## src/rtl/cordic_pkg.sv

```systemverilog
// Shared CORDIC constants: sector tags and angle offsets used by the
// input-side reduction and the output-side quadrant restore.
package cordic_pkg;

  typedef enum logic [1:0] {
    SEC_S1 = 2'b00,
    SEC_S4 = 2'b01,
    SEC_S2 = 2'b10,
    SEC_S3 = 2'b11
  } sector_e;

  localparam int ANGLE_P90_C  = 90;
  localparam int ANGLE_N90_C  = -90;
  localparam int ANGLE_P180_C = 180;

endpackage

```

## src/rtl/interface_output_if.sv

```systemverilog
// Core-to-output and output-to-downstream handshake bundle.
// master = core/downstream environment, slave = interface_output.
interface interface_output_if #(
  parameter int W  = 16,
  parameter int SW = 2
);
  logic [W-1:0]  x_out;
  logic [W-1:0]  y_out;
  logic [W-1:0]  degree_out;
  logic [SW-1:0] sector_out;
  logic          arctan_en_out;
  logic          valid_out;
  logic          ready_out;

  logic [W-1:0]  cos_interface;
  logic [W-1:0]  sin_interface;
  logic [W-1:0]  degree_out_interface;
  logic          arctan_en_out_interface;
  logic          valid_out_interface;
  logic          ready_in_interface;

  modport master (
    output x_out, y_out, degree_out, sector_out, arctan_en_out, valid_out,
    output ready_in_interface,
    input  ready_out,
    input  cos_interface, sin_interface, degree_out_interface,
    input  arctan_en_out_interface, valid_out_interface
  );

  modport slave (
    input  x_out, y_out, degree_out, sector_out, arctan_en_out, valid_out,
    input  ready_in_interface,
    output ready_out,
    output cos_interface, sin_interface, degree_out_interface,
    output arctan_en_out_interface, valid_out_interface
  );
endinterface

```

## src/rtl/interface_output_skid.sv

```systemverilog
// One-entry skid register for interface_output; used only when
// INTERFACE_OUTPUT_SKID_EN is defined.
module interface_output_skid #(
  parameter int DW = 49
) (
  input  logic          clk,
  input  logic          rst,
  input  logic          load_i,
  input  logic          unload_i,
  input  logic [DW-1:0] data_i,
  output logic          full_o,
  output logic [DW-1:0] data_o
);
  logic          full_q, full_d;
  logic [DW-1:0] data_q, data_d;

  always_comb begin
    full_d = full_q;
    data_d = data_q;
    if (load_i) begin
      full_d = 1'b1;
      data_d = data_i;
    end else if (unload_i) begin
      full_d = 1'b0;
    end
  end

  always_ff @(posedge clk or negedge rst) begin
    if (!rst) begin
      full_q <= 1'b0;
      data_q <= '0;
    end else begin
      full_q <= full_d;
      data_q <= data_d;
    end
  end

  assign full_o = full_q;
  assign data_o = data_q;
endmodule

```

## src/rtl/interface_output.sv

```systemverilog
// CORDIC output stage: quadrant restore into a one-cycle output register.
// Define INTERFACE_OUTPUT_SKID_EN to add a skid entry and a registered ready_out.
module interface_output
  import cordic_pkg::*;
#(
  parameter int UNSIGNED_OUTPUT_WIDTH = 16,
  parameter int SECTOR_FLAG_WIDTH     = 2,
  parameter logic [SECTOR_FLAG_WIDTH-1:0] S1 = SECTOR_FLAG_WIDTH'(SEC_S1),
  parameter logic [SECTOR_FLAG_WIDTH-1:0] S2 = SECTOR_FLAG_WIDTH'(SEC_S2),
  parameter logic [SECTOR_FLAG_WIDTH-1:0] S3 = SECTOR_FLAG_WIDTH'(SEC_S3),
  parameter logic [SECTOR_FLAG_WIDTH-1:0] S4 = SECTOR_FLAG_WIDTH'(SEC_S4),
  parameter int ANGLE_P90  = ANGLE_P90_C,
  parameter int ANGLE_N90  = ANGLE_N90_C,
  parameter int ANGLE_P180 = ANGLE_P180_C
) (
  input  logic             clk,
  input  logic             rst,
  interface_output_if.slave bus
);
  localparam int W  = UNSIGNED_OUTPUT_WIDTH;
  localparam int SW = SECTOR_FLAG_WIDTH;

  typedef struct packed {
    logic [W-1:0] cos_v;
    logic [W-1:0] sin_v;
    logic [W-1:0] deg_v;
    logic         atan_v;
  } out_t;

  // Negating the most negative code would wrap back to itself; clamp instead.
  function automatic logic [W-1:0] sat_neg(input logic [W-1:0] v);
    logic [W-1:0] most_neg;
    most_neg = {1'b1, {(W-1){1'b0}}};
    if (v == most_neg) return ~most_neg;
    return -v;
  endfunction

  function automatic out_t restore(input logic [W-1:0]  x,
                                   input logic [W-1:0]  y,
                                   input logic [W-1:0]  d,
                                   input logic [SW-1:0] sec,
                                   input logic          atan);
    out_t         r;
    logic [W-1:0] off;
    r.cos_v  = x;
    r.sin_v  = y;
    r.atan_v = atan;
    off      = '0;
    if (sec == S2) begin
      off = W'(ANGLE_P90);
      if (!atan) begin
        r.cos_v = sat_neg(y);
        r.sin_v = x;
      end
    end else if (sec == S3) begin
      off = W'(-ANGLE_P180);
      if (!atan) begin
        r.cos_v = sat_neg(x);
        r.sin_v = sat_neg(y);
      end
    end else if (sec == S4) begin
      off = W'(ANGLE_N90);
      if (!atan) begin
        r.cos_v = y;
        r.sin_v = sat_neg(x);
      end
    end
    r.deg_v = d + off;
    return r;
  endfunction

  out_t restored, out_q, out_d;
  logic valid_q, valid_d;
  logic ready_int, accept;

  assign restored = restore(bus.x_out, bus.y_out, bus.degree_out,
                            bus.sector_out, bus.arctan_en_out);
  assign accept   = bus.valid_out & ready_int;

`ifdef INTERFACE_OUTPUT_SKID_EN
  logic skid_full, skid_load, skid_unload, space;
  logic [$bits(out_t)-1:0] skid_data;

  interface_output_skid #(.DW($bits(out_t))) u_skid (
    .clk      (clk),
    .rst      (rst),
    .load_i   (skid_load),
    .unload_i (skid_unload),
    .data_i   (restored),
    .full_o   (skid_full),
    .data_o   (skid_data)
  );

  assign ready_int = ~skid_full;
  assign space     = ~valid_q | bus.ready_in_interface;

  always_comb begin
    out_d       = out_q;
    valid_d     = valid_q;
    skid_load   = 1'b0;
    skid_unload = 1'b0;
    if (skid_full) begin
      if (space) begin
        out_d       = skid_data;
        valid_d     = 1'b1;
        skid_unload = 1'b1;
      end
    end else if (accept) begin
      if (space) begin
        out_d   = restored;
        valid_d = 1'b1;
      end else begin
        skid_load = 1'b1;
      end
    end else if (bus.ready_in_interface) begin
      valid_d = 1'b0;
    end
  end
`else
  assign ready_int = ~valid_q | bus.ready_in_interface;

  always_comb begin
    out_d   = out_q;
    valid_d = valid_q;
    if (accept) begin
      out_d   = restored;
      valid_d = 1'b1;
    end else if (bus.ready_in_interface) begin
      valid_d = 1'b0;
    end
  end
`endif

  always_ff @(posedge clk or negedge rst) begin
    if (!rst) begin
      out_q   <= '0;
      valid_q <= 1'b0;
    end else begin
      out_q   <= out_d;
      valid_q <= valid_d;
    end
  end

  // Gating with rst holds ready_out low for the whole reset window.
  assign bus.ready_out               = rst & ready_int;
  assign bus.cos_interface           = out_q.cos_v;
  assign bus.sin_interface           = out_q.sin_v;
  assign bus.degree_out_interface    = out_q.deg_v;
  assign bus.arctan_en_out_interface = out_q.atan_v;
  assign bus.valid_out_interface     = valid_q;
endmodule

```

## src/flat_wrapper.sv

```systemverilog
// flat-port wrapper written by rule: the top's interface ports become plain ports
module interface_output_flat import cordic_pkg::*;
#(
  parameter int UNSIGNED_OUTPUT_WIDTH = 16,
  parameter int SECTOR_FLAG_WIDTH     = 2,
  parameter logic [SECTOR_FLAG_WIDTH-1:0] S1 = SECTOR_FLAG_WIDTH'(SEC_S1),
  parameter logic [SECTOR_FLAG_WIDTH-1:0] S2 = SECTOR_FLAG_WIDTH'(SEC_S2),
  parameter logic [SECTOR_FLAG_WIDTH-1:0] S3 = SECTOR_FLAG_WIDTH'(SEC_S3),
  parameter logic [SECTOR_FLAG_WIDTH-1:0] S4 = SECTOR_FLAG_WIDTH'(SEC_S4),
  parameter int ANGLE_P90  = ANGLE_P90_C,
  parameter int ANGLE_N90  = ANGLE_N90_C,
  parameter int ANGLE_P180 = ANGLE_P180_C
)
  (clk, rst, bus_x_out, bus_y_out, bus_degree_out, bus_sector_out, bus_arctan_en_out, bus_valid_out, bus_ready_in_interface, bus_ready_out, bus_cos_interface, bus_sin_interface, bus_degree_out_interface, bus_arctan_en_out_interface, bus_valid_out_interface);
  interface_output_if #(.W(16), .SW(2)) bus_i ();
  input  logic clk;
  input  logic rst;
  input wire logic [$bits(bus_i.x_out)-1:0] bus_x_out;
  input wire logic [$bits(bus_i.y_out)-1:0] bus_y_out;
  input wire logic [$bits(bus_i.degree_out)-1:0] bus_degree_out;
  input wire logic [$bits(bus_i.sector_out)-1:0] bus_sector_out;
  input wire logic [$bits(bus_i.arctan_en_out)-1:0] bus_arctan_en_out;
  input wire logic [$bits(bus_i.valid_out)-1:0] bus_valid_out;
  input wire logic [$bits(bus_i.ready_in_interface)-1:0] bus_ready_in_interface;
  output wire logic [$bits(bus_i.ready_out)-1:0] bus_ready_out;
  output wire logic [$bits(bus_i.cos_interface)-1:0] bus_cos_interface;
  output wire logic [$bits(bus_i.sin_interface)-1:0] bus_sin_interface;
  output wire logic [$bits(bus_i.degree_out_interface)-1:0] bus_degree_out_interface;
  output wire logic [$bits(bus_i.arctan_en_out_interface)-1:0] bus_arctan_en_out_interface;
  output wire logic [$bits(bus_i.valid_out_interface)-1:0] bus_valid_out_interface;
  assign bus_i.x_out = bus_x_out;
  assign bus_i.y_out = bus_y_out;
  assign bus_i.degree_out = bus_degree_out;
  assign bus_i.sector_out = bus_sector_out;
  assign bus_i.arctan_en_out = bus_arctan_en_out;
  assign bus_i.valid_out = bus_valid_out;
  assign bus_i.ready_in_interface = bus_ready_in_interface;
  assign bus_ready_out = bus_i.ready_out;
  assign bus_cos_interface = bus_i.cos_interface;
  assign bus_sin_interface = bus_i.sin_interface;
  assign bus_degree_out_interface = bus_i.degree_out_interface;
  assign bus_arctan_en_out_interface = bus_i.arctan_en_out_interface;
  assign bus_valid_out_interface = bus_i.valid_out_interface;
  interface_output #(.UNSIGNED_OUTPUT_WIDTH(UNSIGNED_OUTPUT_WIDTH), .SECTOR_FLAG_WIDTH(SECTOR_FLAG_WIDTH), .S1(S1), .S2(S2), .S3(S3), .S4(S4), .ANGLE_P90(ANGLE_P90), .ANGLE_N90(ANGLE_N90), .ANGLE_P180(ANGLE_P180)) u_core (.clk(clk), .rst(rst), .bus(bus_i));
endmodule
```

## config.mk

```make
export PLATFORM = sky130hd
export DESIGN_NAME = interface_output_flat
export DESIGN_NICKNAME = d
export VERILOG_FILES = /design/src/rtl/cordic_pkg.sv /design/src/rtl/interface_output_if.sv /design/src/rtl/interface_output_skid.sv /design/src/rtl/interface_output.sv /design/src/flat_wrapper.sv
export SDC_FILE = /design/constraint.sdc
export NUM_CORES = 1
export LEC_CHECK = 0
export ABC_CLOCK_PERIOD_IN_PS = 2100
export BUFFER_PORTS_ARGS = -buffer_cell sky130_fd_sc_hd__buf_4
export CORE_MARGIN = 2
export CORE_UTILIZATION = 44
export CTS_BUF_LIST = sky130_fd_sc_hd__clkbuf_8 sky130_fd_sc_hd__clkbuf_16
export CTS_CLUSTER_SIZE = 30
export DETAILED_ROUTE_END_ITERATION = 8
export PLACE_DENSITY_LB_ADDON = 0.2
export SLEW_MARGIN = 20
export SYNTH_ARGS = -nofsm -noshare
export SYNTH_HDL_FRONTEND = slang
export SYNTH_SLANG_ARGS = --single-unit
```

## constraint.sdc

```tcl
create_clock -name clk -period 2.1 [get_ports clk]
set_input_delay 0 -clock clk [delete_from_list [all_inputs] [get_ports clk]]
set_output_delay 0 -clock clk [all_outputs]
set_load 0.02 [all_outputs]
```

Yosys cells after proc, flatten, opt, wreduce, memory -nomap -nowiden:

Cells that the tools add are included.

* $add $sub $neg: 3
* multipliers: 0
* divide/modulo/power cells: 0
* order comparisons: 0
* equal/unequal tests: 5
* shift operators: 0
* multiplexer cells: 29
* bitwise operators: 4
* reductions and logical operators: 1

Operators with widths (count)
* 32-bit 2-to-1 mux: 6
* 16-bit 2-to-1 mux: 9
* 16-bit equality test (second input constant): 2
* 16-bit negator: 2
* 16-bit adder: 1
* 1-bit 2-to-1 mux: 14
* 2-bit equality test (second input constant): 2
* 1-bit AND: 2
* 2-bit by 1-bit equality test with 1-bit output (second input constant): 1
* 2-bit nonzero test: 1
* 1-bit inverter: 1
* 1-bit bitwise OR: 1

* bits in registers: 50
* bits in latches: 0
* RAM bits: 0
* ROM bits: 0
* bits of input ports: 55
* output and inout port bits: 51
* logic and storage cells: 47
* memories kept: 0

Logic depth before layout (Yosys ltp):

Gate-level depths: netlist (run 1).

* depth after elaboration: 11
* gate-level depth with buffers: 14
* depth with buffers taken out: 14

Worst setup path after synthesis (run 1):

OpenSTA, ideal clock, no wires.

* path type: in2reg
* from: input port bus_sector_out[0]
* to: register u_core.out_q, in the netlist u_core.bus.degree_out_interface[15]
* setup time: 0.127 ns
* data arrival time: 2.490 ns
* data required time: 1.973 ns
* slack: -0.517 ns
* stages: 13
* path buffers: 2
* cells stage by stage: ha_1 clkbuf_1 clkbuf_1 or2_2 ha_1 nor2b_1 o22ai_1 a21oi_1 o21ai_0 o31ai_1 a21oi_1 mux2i_1 nand3_1

* cells in the longest elaborated chain, start to end: 5
* elaborated cells between the ends (all ways): 7
* classes of those cells: 1 x add/sub; 3 x eq/ne; 3 x mux

RTL lines
* from (decl): line flat_wrapper.sv:21 `input wire logic [$bits(bus_i.sector_out)-1:0] bus_sector_out;`
* 2-bit by 1-bit equality test with 1-bit output: line interface_output.sv:61 `end else if (sec == S4) begin`
* 16-bit 2-to-1 mux: line interface_output.sv:61
* 16-bit 2-to-1 mux: line interface_output.sv:55 `end else if (sec == S3) begin`
* 16-bit 2-to-1 mux *: line interface_output.sv:49 `if (sec == S2) begin`
* 16-bit adder *: line interface_output.sv:68 `r.deg_v = d + off;`
* to (signal assigned): line interface_output.sv:139 `out_q <= out_d;`
* to (decl): line interface_output.sv:72 `out_t restored, out_q, out_d;`

Mark *: on every way between the ends. The rest lies on a longest branch, timed or not.
A chain may end at the register's enable or synchronous reset.

Worst setup path in the final report (run 1):

* from: input port bus_sector_out[0]
* to: register u_core.out_q, in the netlist u_core.bus.degree_out_interface[14]

Same word-level chain as after synthesis.

==> metrics.csv, run 1 <==
metric;value;unit
cts_made_buffers;5;
hp-start;bus_y_out[13];
synthTopCellsByArea;dfrtp_1, nand2_1, o21ai_0;
setup_viol;0;
path_class;in -> reg;
status;finished, final reports clean;
dieArea;11800;um2
wl;15.7;mm
synthCells;667;
peakVddDrop;294;uV
yosysWarnings;0;
n_fill_cell;996;
synth_edf_count;0;
worstPathArrival;2.19;ns
cts_max_path_buffers;2;
synth.avg_cell_area;7.25;um2
cts_setup_buffers;0;
rsz0062_at_grt;true;
grt_overflow_total;0;
nNetsFinal;855;
synth_seq_cells;50;
diodes;0;
synth_ff_type;dfrtp_1;
cts_root_buf;clkbuf_8;
viasPerCell;5.96;
grt_use_met2;44.5;%
die_x;109;um
start_kind;input port;
worstPathMaxFanout;10;
htreeDepth;2;
slew_violations;0;
firstDrtPassIters;5;
synth_most_common_cell;nand2_1;
drv_cap;0;
r2r_cells;6;
hold_depth;3;
antenna_found_initial;0;
clk_transition_reported_paths;0.09;ns
syn-num-nets;741;
crit_required;2.29;ns
power_density;564;nW/um2
async_flop_share;100;%
reg2reg_slack;0.29;ns
avgRoutedWirePerCell;17.1;um
busiest_layer;met2;
drc;0;
rows;38;
clock-sinks;50;
core_region_area;10800;um2
p_leak;2.75;nW
fin_util;57.4;%
place.gp.congestion;0.984;
timing.rr.end;u_core.bus.cos_interface[5];
fin_hold_ws;0.0223;ns
grt_max_degree;53;
hpwl;11.8;mm
die_h;109;um
grt_first_pass_wirelength;25.8;mm
min_period_over_period;95.2;%
ioPinCount;106;
portBuffers;105;
ys_seq_area_share;25.9;%
first_iter_violations;404;
cts_tree;yes;
grt_usage;27.5;%
grtUsageMet1;37.1;%
hold_viol;0;
grtUsageMet3;4.24;%
num_vias;5492;
start_util;44.8;%
fmax;500;MHz
synth_top_area_share;25.9;%
period_minus_slack;2.00;ns
worstSkewPairLatency;0.32;ns
final_antenna_net_count;0;
hold_class;in -> reg;
end_kind;flop;
grt_pass1_vias;5136;
fin_worst_skew;0.00479;ns
yosysTopAreaCell;dfrtp_1;
relSlewSlack;47.9;%
syn2layout_area_growth;28.2;%
synth_cell_types;64;
worst_pin_slew;0.779;ns
drive_above_1_share;24.5;%
timing.setup.tns;0;ns
syn-cell-area;4830;um2
holdPathEnd;u_core.bus.sin_interface[13];
reg2reg_from;u_core.bus.valid_out_interface;
yosys-top-cells-count;nand2_1, o21ai_0, a21oi_1, dfrtp_1, nor2_1;
[cell families (layout without fill, tap and decap cells)]
kind of cell / count (synthesis) / after routing / synth area share (%)
multiplexers: 11 / 11 / 2.33
AO/OA/AOI/OAI: 234 / 234 / 29.8
buffers and inverters: 74 / 188 / 6.31
flip-flops: 50 / 50 / 25.9
adder cells (fa/ha/maj): 19 / 19 / 5.07
XOR/XNOR: 33 / 33 / 5.98
AND/OR/NAND/NOR: 246 / 246 / 24.6
[area by class of cell]
class / instances / area [um2] / area share, %
multi-input combinational: 543 / 3350 / 54.1
timing repair buffer: 165 / 1250 / 20.1
sequential: 50 / 1250 / 20.2
clock inverter: 1 / 30.0 / 0.484
clock buffer: 6 / 82.6 / 1.33
inverter: 16 / 60.1 / 0.969
tap: 140 / 175 / 2.83
[critical path, stage by stage]
cell	delay [ns]
buf_4	0.12
buf_4	0.18
ha_4	0.17
or2_4	0.25
ha_4	0.26
a21oi_1	0.19
a211o_1	0.21
a21oi_2	0.08
o221ai_2	0.22
nand3_1	0.10
a31oi_1	0.18
xor2_1	0.15
o21ai_0	0.08
[metrics by stage]
| stage | power (mW) | instances | area, um2 | setup WS (ns) |
|---|---|---|---|---|
| CTS | 3.52 | 921 | 6170 | 0.0248 |
| finish | 3.50 | 921 | 6200 | 0.101 |
| floorplan | 2.13 | 667 | 4890 | -0.0584 |
| global placement | 2.74 | 910 | 6020 | -0.263 |
| global route | 3.73 | 921 | 6200 | -0.0308 |
| detailed placement | 2.78 | 910 | 6020 | -0.313 |
[cells in the final DEF (no fill, tap or decap), types with 14 or more instances in the layout]
cell type	count
nand2_1	105
nand3_1	17
nor2_1	44
buf_4	161
o21ai_0	69
nor3_1	21
a31oi_1	18
xnor2_1	19
ha_1	16
xor2_1	14
inv_1	16
dfrtp_1	50
a21oi_1	63
[how the worst max path moves through the flow]
| stage | from | to | slack, ns | cells past startpoint |
|---|---|---|---|---|
| after CTS | bus_sector_out[0] | u_core.bus.degree_out_interface[15] | 0.02 | 15 |
| after global routing | bus_sector_out[0] | u_core.bus.degree_out_interface[15] | -0.03 | 13 |
| final | bus_sector_out[0] | u_core.bus.degree_out_interface[14] | 0.10 | 13 |
| after floorplan | bus_sector_out[0] | u_core.bus.degree_out_interface[13] | -0.06 | 12 |
| after detailed placement | bus_sector_out[0] | u_core.bus.degree_out_interface[15] | -0.31 | 15 |
| after global placement | bus_sector_out[0] | u_core.bus.degree_out_interface[13] | -0.26 | 14 |
[registers in the layout (all words and copies together) (netlist names)]
| signal | count |
|---|---|
| u_core.bus.sin_interface | 16 |
| u_core.bus.cos_interface | 16 |
| u_core.bus.degree_out_interface | 16 |
| u_core.bus.arctan_en_out_interface | 1 |
| u_core.bus.valid_out_interface | 1 |
[routing by layer]
layer	routed length [um]	share of wire, %	vias to the layer above
met4	381	2.4	0
met3	1070	6.8	34
met5	0	0	-
met1	6890	44	2587
met2	7390	47	233
li1	-	-	2638
[what timing repair did]
| item | CTS | global route |
|---|---|---|
| setup endpoints to repair | 0 | 4 |
| hold buffers | 4 | 0 |
| hold endpoints to repair | 30 | 0 |
| resized for setup | 0 | 5 |
[where the power goes]
part / switching, mW / internal (mW) / leakage, nW
sequential: 0.0981 / 1.14 / 0.602
combinational: 0.880 / 0.667 / 2.09
clock: 0.334 / 0.382 / 0.0573
(Power assumes the default switching activity.)
==> inputs of run 2 (changes only) <==
PLACE_DENSITY = 0.67   (was not set)
PLACE_DENSITY_LB_ADDON = not set   (was 0.2)
==> metrics.csv, run 2 (same netlist as run 1, synthesis figures left out) <==
metric;value;unit;change
crit_required;2.36;ns;+0.07 ns
path_class;in -> reg;;
peakVddDrop;354;uV;+20%
ioPinCount;106;;unchanged
drive_above_1_share;25.9;%;+1.5 points
critPathSlowestCell;a211o_1;;
htreeDepth;2;;unchanged
setup_viol;0;;unchanged
num_vias;5580;;+1.6%
cts_root_buf;clkbuf_8;;
hpwl;12.4;mm;+4.8%
wl;16.8;mm;+6.8%
cts_tree;yes;;
grt_pass1_vias;5173;;+0.72%
grt_max_degree;76;;+43%
grt_first_pass_wirelength;26.4;mm;+2.5%
worstSkewPairLatency;0.32;ns;about the same
place.gp.congestion;0.965;;-2.0%
final_cell_mix;buf_4, nand2_1, o21ai_0;;
worstPathMaxFanout;10;;unchanged
die_x;109;um;unchanged
syn2layout_area_growth;30.6;%;
firstDrtPassIters;5;;unchanged
dieArea;11800;um2;unchanged
slowest_delay;0.31;ns;+0.05 ns
nNetsFinal;863;;+0.94%
period_minus_slack;1.96;ns;-0.0360 ns
hold_class;in -> reg;;
drc;0;;unchanged
rsz0062_at_grt;false;;
worstPathArrival;2.22;ns;+0.03 ns
dpl_cell_area;6120;um2;+1.7%
min_period_over_period;93.5;%;-1.7 points
cts_setup_buffers;0;;unchanged
crit_buf_inv;2;;unchanged
drv_cap;0;;unchanged
clock-sinks;50;;unchanged
rows;38;;unchanged
die_h;109;um;unchanged
clk_transition_reported_paths;0.11;ns;+0.02 ns
viasPerCell;6.00;;+0.62%
final_area;6310;um2;+1.8%
final_antenna_net_count;0;;unchanged
fin_util;58.5;%;+1.0 points
worst_pin_slew;0.813;ns;+0.0344 ns
portBuffers;105;;unchanged
first_iter_violations;356;;-12%
diodes;0;;unchanged
relSlewSlack;45.6;%;-2.3 points
placed_cells;919;;+0.99%
stdcell_count;930;;+0.98%
status;finished, final reports clean;;
antenna_found_initial;0;;unchanged
grt_overflow_total;0;;unchanged
final_common_cell;buf_4;;
cts_max_path_buffers;2;;unchanged
hold_viol;0;;unchanged
start_kind;input port;;
cts_made_buffers;5;;unchanged
fmax;509;MHz;+1.8%
avgRoutedWirePerCell;18.1;um;+5.8%
slew_violations;0;;unchanged
core_region_area;10800;um2;unchanged
fin_worst_skew;0.0142;ns;+0.00941 ns
grt_usage;28.3;%;+0.83 points
start_util;44.8;%;unchanged
p_total;3.59;mW;+2.7%
power_density;569;nW/um2;+0.84%
cpLargestDelayFamily;compound AO/OA/AOI/OAI gates;;
path_cells;buf_4, buf_4, ha_4, or2_4, ha_4, nand3_1, a211o_1, a21oi_2, o221ai_2, nand3_1, a31oi_1, xor2_1, o21ai_0;;
p_leak;2.81;nW;+2.2%
end_kind;flop;;
## run 2: cell types whose count changed in the layout (fill, tap and decap cells not counted), sizes merged
| cell | delta |
|---|---|
| buf | +9 |
| dlygate4sd3 | -1 |
| inv | +1 |
## run 2: worst min-delay path, stage by stage
cell and delay, ns:
buf_4 0.08, ha_1 0.13, nand2_1 0.05, nand2_1 0.05
## run 2: worst paths after layout
check                                              startpoint                                  end  slack (ns)  cells after the start
setup / recovery                            bus_sector_out[0]  u_core.bus.degree_out_interface[14]        0.14                     13
hold / removal                              bus_degree_out[1]   u_core.bus.degree_out_interface[1]        0.02                      4
setup reg to reg               u_core.bus.valid_out_interface         u_core.bus.sin_interface[12]        0.29                      5
hold reg to reg            u_core.bus.degree_out_interface[0]   u_core.bus.degree_out_interface[0]        0.49                      2
max in group asynchronous                                 rst         u_core.bus.sin_interface[10]        1.28                      3
min in group asynchronous                                 rst  u_core.bus.degree_out_interface[10]        0.11                      2
## run 2: power by group
| part | total [mW] | internal [mW] | switching, mW |
|---|---|---|---|
| combinational | 1.58 | 0.684 | 0.900 |
| clock | 0.767 | 0.393 | 0.374 |
| sequential | 1.24 | 1.14 | 0.104 |
## run 2: cell type report
type                    count  area [um2]
flip-flops and latches     50        1250
inverters                  16        60.1
clock inverters             2        38.8
well taps                 140         175
fillers                  1018        4480
repair buffers            173        1340
multi-input cells         543        3360
clock buffers               6        82.6
## run 2: timing repair
| action | 4_1_cts | 5_1_grt |
|---|---|---|
| hold buffers | 3 | 0 |
| endpoints found under the setup margin | 0 | 4 |
| endpoints found under the hold margin | 26 | 0 |
| resized for setup | 0 | 8 |
## run 2: stage by stage
| stage | hold WS [ns] | TNS [ns] | worst slack (ns) |
|---|---|---|---|
| global route | 0.0243 | 0 | 0.0251 |
| global placement | -0.0660 | -0.933 | -0.260 |
| detailed placement | -0.0558 | -1.46 | -0.327 |
| CTS | 0.0131 | 0 | 0.0231 |
| floorplan | -0.296 | -0.139 | -0.0584 |
| finish | 0.0193 | 0 | 0.137 |
## run 2: layer usage
metal	routed length, um	vias up	global-route usage [%]
met5	0	-	0
met1	7350	2624	39.0
li1	-	2653	-
met4	326	0	9.80
met2	7660	279	44.9
met3	1480	24	4.60
==> inputs of run 3 (changes only) <==
ABC_CLOCK_PERIOD_IN_PS = 2500   (was 2100)
clock period = 2.5 ns   (was 2.1 ns; I/O delays follow)
==> metrics.csv, run 3 (same netlist as run 1, synthesis figures left out) <==
metric;value;unit;change
first_iter_violations;417;;+17%
grt_max_degree;48;;-37%
fin_hold_ws;0.0118;ns;-0.00750 ns
hold_class;in -> reg;;
hold_viol;0;;unchanged
period_minus_slack;2.25;ns;
viasPerCell;5.97;;-0.48%
dpl_cell_area;5770;um2;-5.8%
final_antenna_net_count;0;;unchanged
cts_made_buffers;5;;unchanged
grtUsageMet1;38.5;%;-0.49 points
worstPathMaxFanout;3;;-7
start_kind;input port;;
antenna_found_initial;0;;unchanged
final_area;5930;um2;-6.1%
ioPinCount;106;;unchanged
core_region_area;10800;um2;unchanged
crit_required;2.71;ns;+0.35 ns
rows;38;;unchanged
wl;15.9;mm;-5.3%
final_common_cell;buf_4;;
firstDrtPassIters;5;;unchanged
grt_use_met2;43.1;%;-1.8 points
syn2layout_area_growth;22.6;%;
grt_first_pass_wirelength;25.6;mm;-3.1%
worstPathArrival;2.46;ns;+0.24 ns
pre_cts_slack;-0.0423;ns;+0.284 ns
path_class;in -> reg;;
timing.setup.tns;0;ns;unchanged
drc;0;;unchanged
fin_worst_skew;0.0110;ns;-0.00321 ns
slew_violations;0;;unchanged
status;finished, final reports clean;;
htreeDepth;2;;unchanged
die_h;109;um;unchanged
cts_root_buf;clkbuf_8;;
final_cell_mix;buf_4, nand2_1, o21ai_0;;
min_period_over_period;89.9;%;
n_fill_cell;1038;;+2.0%
clk_transition_reported_paths;0.10;ns;about the same
layout_setup_ws;0.253;ns;+0.116 ns
pwr-share-seq;36.0;%;+1.4 points
start_util;44.8;%;unchanged
internal-power;1.78;mW;-20%
swShare;38.7;%;+0.32 points
switchingPower;1.12;mW;-19%
seq_area;1250;um2;unchanged
cts_tree;yes;;
setup_viol;0;;unchanged
nNetsFinal;827;;-4.2%
die_x;109;um;unchanged
power_density;489;nW/um2;-14%
avgRoutedWirePerCell;17.8;um;-1.4%
busiest_layer;met2;;
clkPwrFrac;20.8;%;-0.6 points
cts_resized;0;;unchanged
rsz0062_at_grt;false;;
drv_cap;0;;unchanged
clock-sinks;50;;unchanged
cts_max_path_buffers;2;;unchanged
fmax;445;MHz;
place.gp.congestion;0.935;;-3.1%
fin_util;54.9;%;-3.6 points
peakVddDrop;288;uV;-19%
grt_usage;27.5;%;-0.80 points
portBuffers;105;;unchanged
multi_input_area;3290;um2;-2.2%
grtUsageMet3;4.96;%;+0.36 points
worst_pin_slew;0.648;ns;-0.165 ns
relSlewSlack;56.3;%;+11 points
hpwl;11.7;mm;-5.2%
worstSkewPairLatency;0.34;ns;+0.02 ns
num_vias;5338;;-4.3%
p_leak;2.61;nW;-7.3%
dieArea;11800;um2;unchanged
combPwrFrac;43.2;%;-0.9 points
drive_above_1_share;20.6;%;-5.4 points
diodes;0;;unchanged
grt_pass1_vias;4972;;-3.9%
grt_overflow_total;0;;unchanged
end_kind;flop;;
==> run 3: cell types whose count changed in the layout (fill, tap and decap cells not counted), sizes merged <==
cell	before	now
clkinvlp	0	1
dlygate4sd3	3	5
clkbuf	6	5
buf	170	132
==> run 3: per-stage QoR <==
step / power (mW) / instances
finish: 2.89 / 894
global route: 3.09 / 894
CTS: 2.92 / 894
detailed placement: 2.30 / 881
global placement: 2.27 / 881
floorplan: 1.78 / 667
==> run 3: layout make-up <==
type	count	area share, %
flip-flops and latches	50	21.1
well taps	140	2.96
multi-input cells	543	55.5
inverters	16	1.01
clock buffers	5	1.16
clock inverters	3	0.697
repair buffers	137	17.6
==> run 3: path summary, 6_finish.rpt <==
check,cells past startpoint,end,slack (ns),from
max,13,u_core.bus.degree_out_interface[15],0.25,bus_degree_out[1]
min,3,u_core.bus.sin_interface[9],0.01,bus_y_out[9]
max reg2reg,8,u_core.bus.sin_interface[9],0.68,u_core.bus.valid_out_interface
min reg2reg,2,u_core.bus.degree_out_interface[10],0.48,u_core.bus.degree_out_interface[10]
max in group asynchronous,3,u_core.bus.sin_interface[4],1.72,rst
min in group asynchronous,2,u_core.bus.degree_out_interface[6],0.11,rst
==> run 3: worst max-delay path, cell delays in order <==
cell and delay [ns]:
dlygate4sd3_1 0.52, buf_4 0.10, ha_1 0.15, inv_1 0.05, fa_1 0.41, nor2b_1 0.14
o22ai_1 0.11, a21oi_1 0.20, o21ai_1 0.13, o31ai_2 0.27, a21oi_1 0.13, mux2i_1 0.15
nand3_1 0.10
==> run 3: repair_timing <==
item	in CTS	in global routing
endpoints found under the hold margin	30	0
hold buffers	5	0
setup buffers	0	0
==> run 3: power by group through the flow <==
stage               logic, mW  registers [mW]  clock network [mW]
detailed placement       1.24            1.06                   0
CTS                      1.25            1.05               0.621
global placement         1.22            1.06                   0
global route             1.37            1.06               0.652
finish                   1.25            1.04               0.602
floorplan               0.547            1.23                   0
==> run 3: metal layers <==
layer / share of wire, % / wire (um) / vias up
met5: 0 / 0 / -
met4: 2.0 / 323 / 0
met3: 7.4 / 1170 / 21
met2: 46 / 7300 / 222
met1: 45 / 7130 / 2511
li1: - / - / 2584
